<file path="src/rtl/fir_src_pkg.sv">
// Shared constants for the fir_src four-tap FIR filter.
//   n_taps       : number of taps in the delay line
//   def_*        : default widths used by the interface, top and MAC sub-module
package fir_src_pkg;

  localparam int n_taps       = 4;
  localparam int def_w_in     = 7;   // signed sample width
  localparam int def_c_in     = 5;   // signed coefficient width
  localparam int def_y_out    = 20;  // signed output width
  localparam int def_w_muti_y = 16;  // signed product width, >= w_in + c_in
  localparam int def_w_add_y  = 20;  // signed accumulator width, >= w_muti_y + 2

endpackage

</file>
<file path="src/rtl/fir_src_if.sv">
// Data bundle of the fir_src filter. There is no handshake: a new sample and
// coefficient set is presented every clock and a result comes back every clock.
//   x_in        : signed sample (w_in)
//   c_0 .. c_3  : signed coefficients, c_0 for the newest tap (c_in)
//   y_k         : signed registered filter result (y_out)
// Modports: master drives samples/coefficients, slave (the filter) drives y_k.
interface fir_src_if
  import fir_src_pkg::*;
#(
  parameter int w_in  = def_w_in,
  parameter int c_in  = def_c_in,
  parameter int y_out = def_y_out
) ();

  logic signed [w_in-1:0]  x_in;
  logic signed [c_in-1:0]  c_0;
  logic signed [c_in-1:0]  c_1;
  logic signed [c_in-1:0]  c_2;
  logic signed [c_in-1:0]  c_3;
  logic signed [y_out-1:0] y_k;

  modport master (output x_in, c_0, c_1, c_2, c_3, input y_k);
  modport slave  (input x_in, c_0, c_1, c_2, c_3, output y_k);

endinterface

</file>
<file path="src/rtl/fir_mac_tap.sv">
// One filter tap: full-precision signed product of a delayed sample and its
// coefficient, sign-extended to the product width.
//   tap  : signed delayed sample (w_in)
//   coef : signed coefficient (c_in)
//   prod : signed product (w_muti_y)
module fir_mac_tap
  import fir_src_pkg::*;
#(
  parameter int w_in     = def_w_in,
  parameter int c_in     = def_c_in,
  parameter int w_muti_y = def_w_muti_y
) (
  input  logic signed [w_in-1:0]     tap,
  input  logic signed [c_in-1:0]     coef,
  output logic signed [w_muti_y-1:0] prod
);

  // Exact product needs w_in + c_in bits; both operands are signed, so the
  // multiply is evaluated signed in that width.
  logic signed [w_in+c_in-1:0] full;

  assign full = tap * coef;
  assign prod = w_muti_y'(full);

endmodule

</file>
<file path="src/rtl/fir_src.sv">
// Four-tap direct-form FIR filter, one sample per clock, registered output.
//   clk  : clock, all state updates on the rising edge
//   rstn : asynchronous reset, ACTIVE HIGH despite the name; clears taps and y_k
//   bus  : fir_src_if.slave -- x_in, c_0..c_3 in, y_k out
// Coefficients are used live (not latched). A sample captured at edge N shows
// up through c_0 on y_k after edge N+1.
module fir_src
  import fir_src_pkg::*;
#(
  parameter int w_in     = def_w_in,
  parameter int c_in     = def_c_in,
  parameter int y_out    = def_y_out,
  parameter int w_muti_y = def_w_muti_y,
  parameter int w_add_y  = def_w_add_y
) (
  input logic        clk,
  input logic        rstn,
  fir_src_if.slave   bus
);

  logic signed [w_in-1:0]     taps  [n_taps];
  logic signed [c_in-1:0]     coefs [n_taps];
  logic signed [w_muti_y-1:0] prods [n_taps];
  logic signed [w_add_y-1:0]  sum;

  assign coefs[0] = bus.c_0;
  assign coefs[1] = bus.c_1;
  assign coefs[2] = bus.c_2;
  assign coefs[3] = bus.c_3;

  for (genvar i = 0; i < n_taps; i++) begin : g_tap
    fir_mac_tap #(
      .w_in     (w_in),
      .c_in     (c_in),
      .w_muti_y (w_muti_y)
    ) u_tap (
      .tap  (taps[i]),
      .coef (coefs[i]),
      .prod (prods[i])
    );
  end

  // NOTE: every variable written in always_comb gets a default before any
  // conditional/loop update, otherwise a latch is inferred.
  always_comb begin
    sum = '0;
    for (int i = 0; i < n_taps; i++) begin
      sum = sum + w_add_y'(prods[i]);  // signed cast sign-extends
    end
  end

  // NOTE: sequential state uses non-blocking assignments so the delay line
  // shifts by exactly one stage per edge regardless of statement order.
  always_ff @(posedge clk or posedge rstn) begin
    if (rstn) begin
      taps    <= '{default: '0};
      bus.y_k <= '0;
    end else begin
      taps[0] <= bus.x_in;
      for (int i = 1; i < n_taps; i++) begin
        taps[i] <= taps[i-1];
      end
      // Sum reflects the taps held before this edge; low bits kept if narrower.
      bus.y_k <= y_out'(sum);
    end
  end

endmodule

</file>
<file path="src/flat_wrapper.sv">
// flat-port wrapper written by rule: the top's interface ports become plain ports
module fir_src_flat import fir_src_pkg::*;
#(
  parameter int w_in     = def_w_in,
  parameter int c_in     = def_c_in,
  parameter int y_out    = def_y_out,
  parameter int w_muti_y = def_w_muti_y,
  parameter int w_add_y  = def_w_add_y
)
  (clk, rstn, bus_x_in, bus_c_0, bus_c_1, bus_c_2, bus_c_3, bus_y_k);
  fir_src_if #(.w_in(w_in), .c_in(c_in), .y_out(y_out)) bus_i ();
  input logic clk;
  input logic rstn;
  input wire logic [$bits(bus_i.x_in)-1:0] bus_x_in;
  input wire logic [$bits(bus_i.c_0)-1:0] bus_c_0;
  input wire logic [$bits(bus_i.c_1)-1:0] bus_c_1;
  input wire logic [$bits(bus_i.c_2)-1:0] bus_c_2;
  input wire logic [$bits(bus_i.c_3)-1:0] bus_c_3;
  output wire logic [$bits(bus_i.y_k)-1:0] bus_y_k;
  assign bus_i.x_in = bus_x_in;
  assign bus_i.c_0 = bus_c_0;
  assign bus_i.c_1 = bus_c_1;
  assign bus_i.c_2 = bus_c_2;
  assign bus_i.c_3 = bus_c_3;
  assign bus_y_k = bus_i.y_k;
  fir_src #(.w_in(w_in), .c_in(c_in), .y_out(y_out), .w_muti_y(w_muti_y), .w_add_y(w_add_y)) u_core (.clk(clk), .rstn(rstn), .bus(bus_i));
endmodule
</file>
<file path="config.mk">
export PLATFORM = sky130hd
export DESIGN_NAME = fir_src_flat
export DESIGN_NICKNAME = d
export VERILOG_FILES = /design/src/rtl/fir_src_pkg.sv /design/src/rtl/fir_src_if.sv /design/src/rtl/fir_mac_tap.sv /design/src/rtl/fir_src.sv /design/src/flat_wrapper.sv
export SDC_FILE = /design/constraint.sdc
export NUM_CORES = 1
export LEC_CHECK = 0
export ABC_AREA = 1
export ABC_CLOCK_PERIOD_IN_PS = 11100
export CAP_MARGIN = 5
export CELL_PAD_IN_SITES_DETAIL_PLACEMENT = 0
export CELL_PAD_IN_SITES_GLOBAL_PLACEMENT = 1
export CORE_MARGIN = 2
export CORE_UTILIZATION = 48
export DETAILED_ROUTE_END_ITERATION = 10
export PLACE_DENSITY = 0.89
export RECOVER_POWER = 25
export SYNTH_ARGS = -nofsm -noshare
export SYNTH_HDL_FRONTEND = slang
export SYNTH_SLANG_ARGS = --single-unit
export TNS_END_PERCENT = 30
</file>
<file path="constraint.sdc">
create_clock -name clk -period 11.1 [get_ports clk]
set_clock_uncertainty 0.05 [all_clocks]
set_input_delay 1.11 -clock clk [delete_from_list [all_inputs] [get_ports clk]]
set_output_delay 1.11 -clock clk [all_outputs]
set_load 0.05 [all_outputs]
</file>
==> impl_metrics.py, run 1 <==
metrics = {
    "worst_setup_path": {
        "crit_family": "adder cells",
        "cp.depth": 34,
        "critPathRequiredTime_ns": 11.24,
        "critPathMaxFanout": 15,
        "cp_data_arrival_time_ns": 9.85,
        "critical_path_class": "in2reg",
        "critical-path-slowest-cell": "clkdlybuf4s50_1",
        "end_kind": "register",
        "cpMostUsedCell": "fa_1",
        "crit_start": "bus_c_0[4]",
        "cp-start-kind": "input port",
        "cp.buffers_inverters": 7,
        "timing.rr.start": "u_core.taps[13]",
        "reg2reg_depth": 33,
        "max_stage_delay_ns": 0.90,
    },
    "detailed_routing": {
        "ant_nets": 0,
        "vias": 5771,
        "route.detailed.drc": 0,
        "m1WireLength_mm": 6.95,
        "drt_iter0_markers": 363,
        "routed-wl-met2_mm": 8.18,
        "wl_met3_um": 744,
        "firstDrtPassIters": 7,
        "top_layer_used": "met4",
        "routed_via_density": 4.79,
        "routedWlPerCell_um": 13.6,
        "wl_mm": 16.4,
    },
    "timing": {
        "setup_viol": 0,
        "fmax_mhz": 103,
        "relSlewSlack_pct": -93.7,
        "hold_slack_ns": 0.454,
        "slew_violations": 49,
        "hold_violations": 0,
        "setup_tns_ns": 0,
        "fin_crit_sh_pct": 87.4,
        "rsz0062_at_grt": "no",
        "fin_crit_ns": 9.70,
        "worst_pin_slew_ns": 2.91,
        "layout_setup_ws_ns": 1.40,
    },
    "synth": {
        "synth_top_area_share_pct": 39.5,
        "ys_ff_latch": 48,
        "ys_top_cells_by_area": "fa_1 39%, dfrtp_1 15%, inv_1 12%",
        "synth.yosys.seq_area_share_pct": 14.7,
        "ys_top_cells_by_count": "268 x inv_1, 212 x nand2_1, 161 x fa_1",
        "syn_nets": 1200,
        "synth.most_common_cell": "inv_1",
        "ys_warn_count": 0,
        "synth_top_cell_by_area": "fa_1",
        "synth.distinct_cells": 28,
        "ys.flop_type": "dfrtp_1",
        "synthesis.area_um2": 8160,
        "postSynthCellCount": 931,
        "synth.avg_cell_area_um2": 8.77,
        "ys_async_sr_fraction_pct": 100,
        "synth-edff-count": 0,
    },
    "place": {
        "dp_hpwl_mm": 14.1,
        "dpl-instance-area_um2": 8910,
        "dp_slack_ns": 1.09,
        "io_buffers": 48,
        "gp_congestion": 0.843,
    },
    "min_path": {
        "hold_start": "u_core.taps[20]",
        "worstHoldPathType": "reg2reg",
        "whs_path_depth": 0,
    },
    "floorplan": {
        "start_util_pct": 49.2,
        "ios": 49,
        "die_h_um": 134,
        "fp.dieArea_um2": 18100,
        "die_w_um": 134,
        "fp.coreArea_um2": 16600,
        "std_cell_rows": 47,
    },
    "clock_tree": {
        "htreeDepth": 2,
        "clock_path_buffers": 2,
        "cts_tree": "built",
        "cts-resized-gates": 0,
        "clk_latency_ns": 0.31,
        "cts.clk_slew.worst_paths_ns": 0.07,
        "postCtsHoldBufs": 0,
        "clock_sinks": 48,
        "cts_made_buffers": 5,
        "clock-root-buffer": "clkbuf_16",
        "postCtsSetupBuffers": 0,
    },
    "cells_and_area": {
        "antenna_cells": 0,
        "syn_to_final_growth_pct": 11.0,
        "final_layout_size_suffix_gt1_share_pct": 4.98,
        "fillers": 1555,
        "multi_input_area_um2": 5930,
        "nets": 1253,
        "regArea_um2": 1200,
        "fin_area_um2": 9060,
    },
    "status": {
        "status": "finished with violations",
        "violations": "capacitance limit, slew limit",
    },
    "global_routing": {
        "grt_max_degree": 49,
        "grt_pass1_wl_mm": 28.6,
        "grt_overflow": 0,
        "grt_usage_pct": 20.3,
        "antenna_found_initial": 0,
        "grt_pass1_vias": 6073,
    },
    "run": {
        "cap_violations": 1,
    },
}
-- final timing paths --
path / endpoint / slack (ns)
min in group asynchronous: u_core.taps[3] / 2.18
max in group asynchronous: u_core.taps[10] / 7.19
setup reg to reg: u_core.bus.y_k[17] / 2.87
setup / recovery: u_core.bus.y_k[17] / 1.40
hold reg to reg: u_core.taps[13] / 0.45
hold / removal: u_core.taps[13] / 0.45
-- layer usage --
metal	global-route usage, %	vias up
met4	7.08	0
met1	26.6	2809
met2	34.6	131
met5	0	-
met3	3.06	33
li1	-	2798
-- cells in the final DEF, fill, tap and decap left out, types with 2 or more instances in the layout --
master	n
inv_2	6
nor2_1	33
dfrtp_1	48
nand3_2	3
nor2_2	2
inv_1	267
xor2_1	16
nand2_1	212
xnor2_1	6
o21ai_1	6
nand3_1	23
nand4_1	4
fa_1	161
clkdlybuf4s50_1	41
clkbuf_16	5
ha_1	79
dlygate4sd3_1	7
a21oi_2	5
o21ai_2	2
clkbuf_8	2
or2_2	17
a21oi_1	20
nand2_2	5
o21ai_0	7
-- final cells by class --
type	instances	area share, %
Clock buffer	7	1.68
Multi-Input combinational cell	607	65.4
Sequential cell	48	13.3
Timing Repair Buffer	49	5.34
Tap cell	220	3.04
Inverter	273	11.3
-- sequential cells by signal, indices dropped and copies added (netlist names) --
register,count
u_core.bus.y_k,20
u_core.taps,28
-- stage by stage --
| stage | utilization (%) | std cells |
|---|---|---|
| 2_1_floorplan | - | 931 |
| 3_3_place_gp | 53.8 | 1197 |
| 4_1_cts | 54.7 | 1204 |
| 3_5_place_dp | 53.8 | 1197 |
| 5_1_grt | 54.7 | 1204 |
| 6_report | 54.7 | 1204 |
-- logic make-up after synthesis --
family | synth area share [%]
buf+inv | 12.7
fa+ha+maj | 51.6
flops | 14.7
simple gates | 15.7
xor+xnor | 2.36
compound gates | 2.96
Power of run 1 is left out: the tool's default activity adds up to more than one toggle a clock period on the data nets, which glitch-free logic cannot reach.
==> inputs of run 2 (changes only) <==
SKIP_CTS_REPAIR_TIMING = 1   (was default)
==> results of run 2 <==
Same layout as run 1: the final DEF is identical, and so are final timing and power.
Power of run 2 is left out for the same reason.
==> inputs of run 3 (changes only) <==
CORE_UTILIZATION = 49   (was 48)
CTS_BUF_LIST = sky130_fd_sc_hd__clkbuf_8   (was default)
PLACE_DENSITY = 0.91   (was 0.89)
==> impl_metrics.py, run 3 (synthesized netlist as in run 1, its figures left out) <==
metrics = {
    "worst_setup_path": {
        "critPathRequiredTime_ns": 11.29,
        "max_stage_delay_ns": 0.88,
        "cp-start-kind": "input port",
        "end_kind": "register",
        "critical-path-slowest-cell": "clkdlybuf4s50_1",
        "cpMostUsedCell": "fa_1",
        "critical_path_class": "in2reg",
        "cp_data_arrival_time_ns": 9.82,
        "critPathMaxFanout": 15,
    },
    "floorplan": {
        "ios": 49,
        "start_util_pct": 49.8,
        "die_h_um": 133,
        "die_w_um": 133,
        "fp.dieArea_um2": 17700,
        "std_cell_rows": 47,
        "fp.coreArea_um2": 16400,
    },
    "cells_and_area": {
        "largest_reg_flops": 28,
        "layout_common_cells": "268 x inv_1, 212 x nand2_1, 161 x fa_1, 79 x ha_1, 48 x dfrtp_1",
        "final_layout_size_suffix_gt1_share_pct": 4.98,
        "layout_commonest_cell": "inv_1",
        "fillers": 1508,
        "syn_to_final_growth_pct": 10.5,
        "nets": 1252,
        "top_register": "u_core.taps",
        "layout_top_registers": "u_core.taps: 28 flops, u_core.bus.y_k: 20 flops",
        "antenna_cells": 0,
    },
    "place": {
        "dp_hpwl_mm": 13.9,
        "gp_congestion": 0.859,
        "io_buffers": 48,
    },
    "timing": {
        "fmax_mhz": 104,
        "setup_viol": 0,
        "rsz0062_at_grt": "no",
        "fin_crit_ns": 9.63,
        "relSlewSlack_pct": -34.1,
        "worst_pin_slew_ns": 2.01,
        "slew_violations": 49,
        "hold_violations": 0,
        "setup_tns_ns": 0,
        "fin_crit_sh_pct": 86.7,
    },
    "detailed_routing": {
        "drt_iter0_markers": 278,
        "firstDrtPassIters": 5,
        "routedWlPerCell_um": 13.3,
        "routed_via_density": 4.81,
        "route.detailed.drc": 0,
        "vias": 5789,
        "wl_mm": 16.1,
        "ant_nets": 0,
    },
    "global_routing": {
        "grt_pass1_vias": 6282,
        "grt_usage_pct": 21.1,
        "grt_overflow": 0,
        "antenna_found_initial": 0,
        "grt_pass1_wl_mm": 29.6,
        "grt_max_degree": 49,
    },
    "min_path": {
        "worstHoldPathType": "reg2reg",
    },
    "clock_tree": {
        "clock_path_buffers": 2,
        "clock-root-buffer": "clkbuf_8",
        "htreeDepth": 2,
        "cts_tree": "built",
        "cts.clk_slew.worst_paths_ns": 0.10,
        "clock_sinks": 48,
        "clk_latency_ns": 0.33,
        "cts_made_buffers": 5,
    },
    "run": {
        "cap_violations": 1,
    },
    "status": {
        "violations": "capacitance limit, slew limit",
        "status": "finished with violations",
    },
}
run 3: cell count changes in the layout (fill, tap and decap cells not counted), sizes merged:
| cell | previous run | this run |
|---|---|---|
| bufinv | 0 | 1 |
| clkinv | 0 | 1 |
| clkbuf | 8 | 5 |
| clkinvlp | 0 | 1 |
run 3: stage by stage:
stage | hold WS (ns) | util [%] | instances | worst slack, ns | instance area [um^2]
after CTS | 0.452 | 55.0 | 1204 | 1.46 | 9020
final | 0.455 | 55.0 | 1204 | 1.47 | 9020
after floorplan | 0.374 | - | 931 | 2.54 | 8160
after global routing | 0.482 | 55.0 | 1204 | 0.889 | 9020
after global placement | 0.435 | 54.3 | 1196 | 1.23 | 8910
after detailed placement | 0.430 | 54.3 | 1196 | 1.09 | 8910
run 3: layout make-up:
class / instances / area [um^2] / share of cell area (%)
Inverter: 273 / 1020 / 11.4
Clock inverter: 3 / 42.5 / 0.472
Timing Repair Buffer: 48 / 480 / 5.33
Multi-Input combinational cell: 607 / 5930 / 65.7
Sequential cell: 48 / 1200 / 13.3
Tap cell: 220 / 275 / 3.05
Clock buffer: 5 / 68.8 / 0.763
run 3: routing by layer:
metal	track usage [%]	wire length, um	share of wire [%]	vias to the layer above
li1	-	-	-	2790
met1	28.6	7140	44	2867
met2	35.7	7920	49	101
met3	2.34	596	3.7	31
met4	6.87	395	2.5	0
met5	0	0	0	-
run 3: worst paths after layout:
path / cells past startpoint / to / from / slack (ns)
max reg2reg: 33 / u_core.bus.y_k[16] / u_core.taps[27] / 2.89
min: 0 / u_core.taps[7] / u_core.taps[14] / 0.45
max in group asynchronous: 2 / u_core.taps[10] / rstn / 8.15
max: 34 / u_core.bus.y_k[16] / bus_c_0[4] / 1.47
min reg2reg: 0 / u_core.taps[7] / u_core.taps[14] / 0.45
min in group asynchronous: 2 / u_core.bus.y_k[15] / rstn / 1.69
run 3: worst max-delay path: cells and delay by family:
family          cells  cell delay (ns)
simple gates       11             1.21
buf+inv             7             1.44
fa+ha+maj          12             5.46
compound gates      4             0.60
Power of run 3 is left out for the same reason.
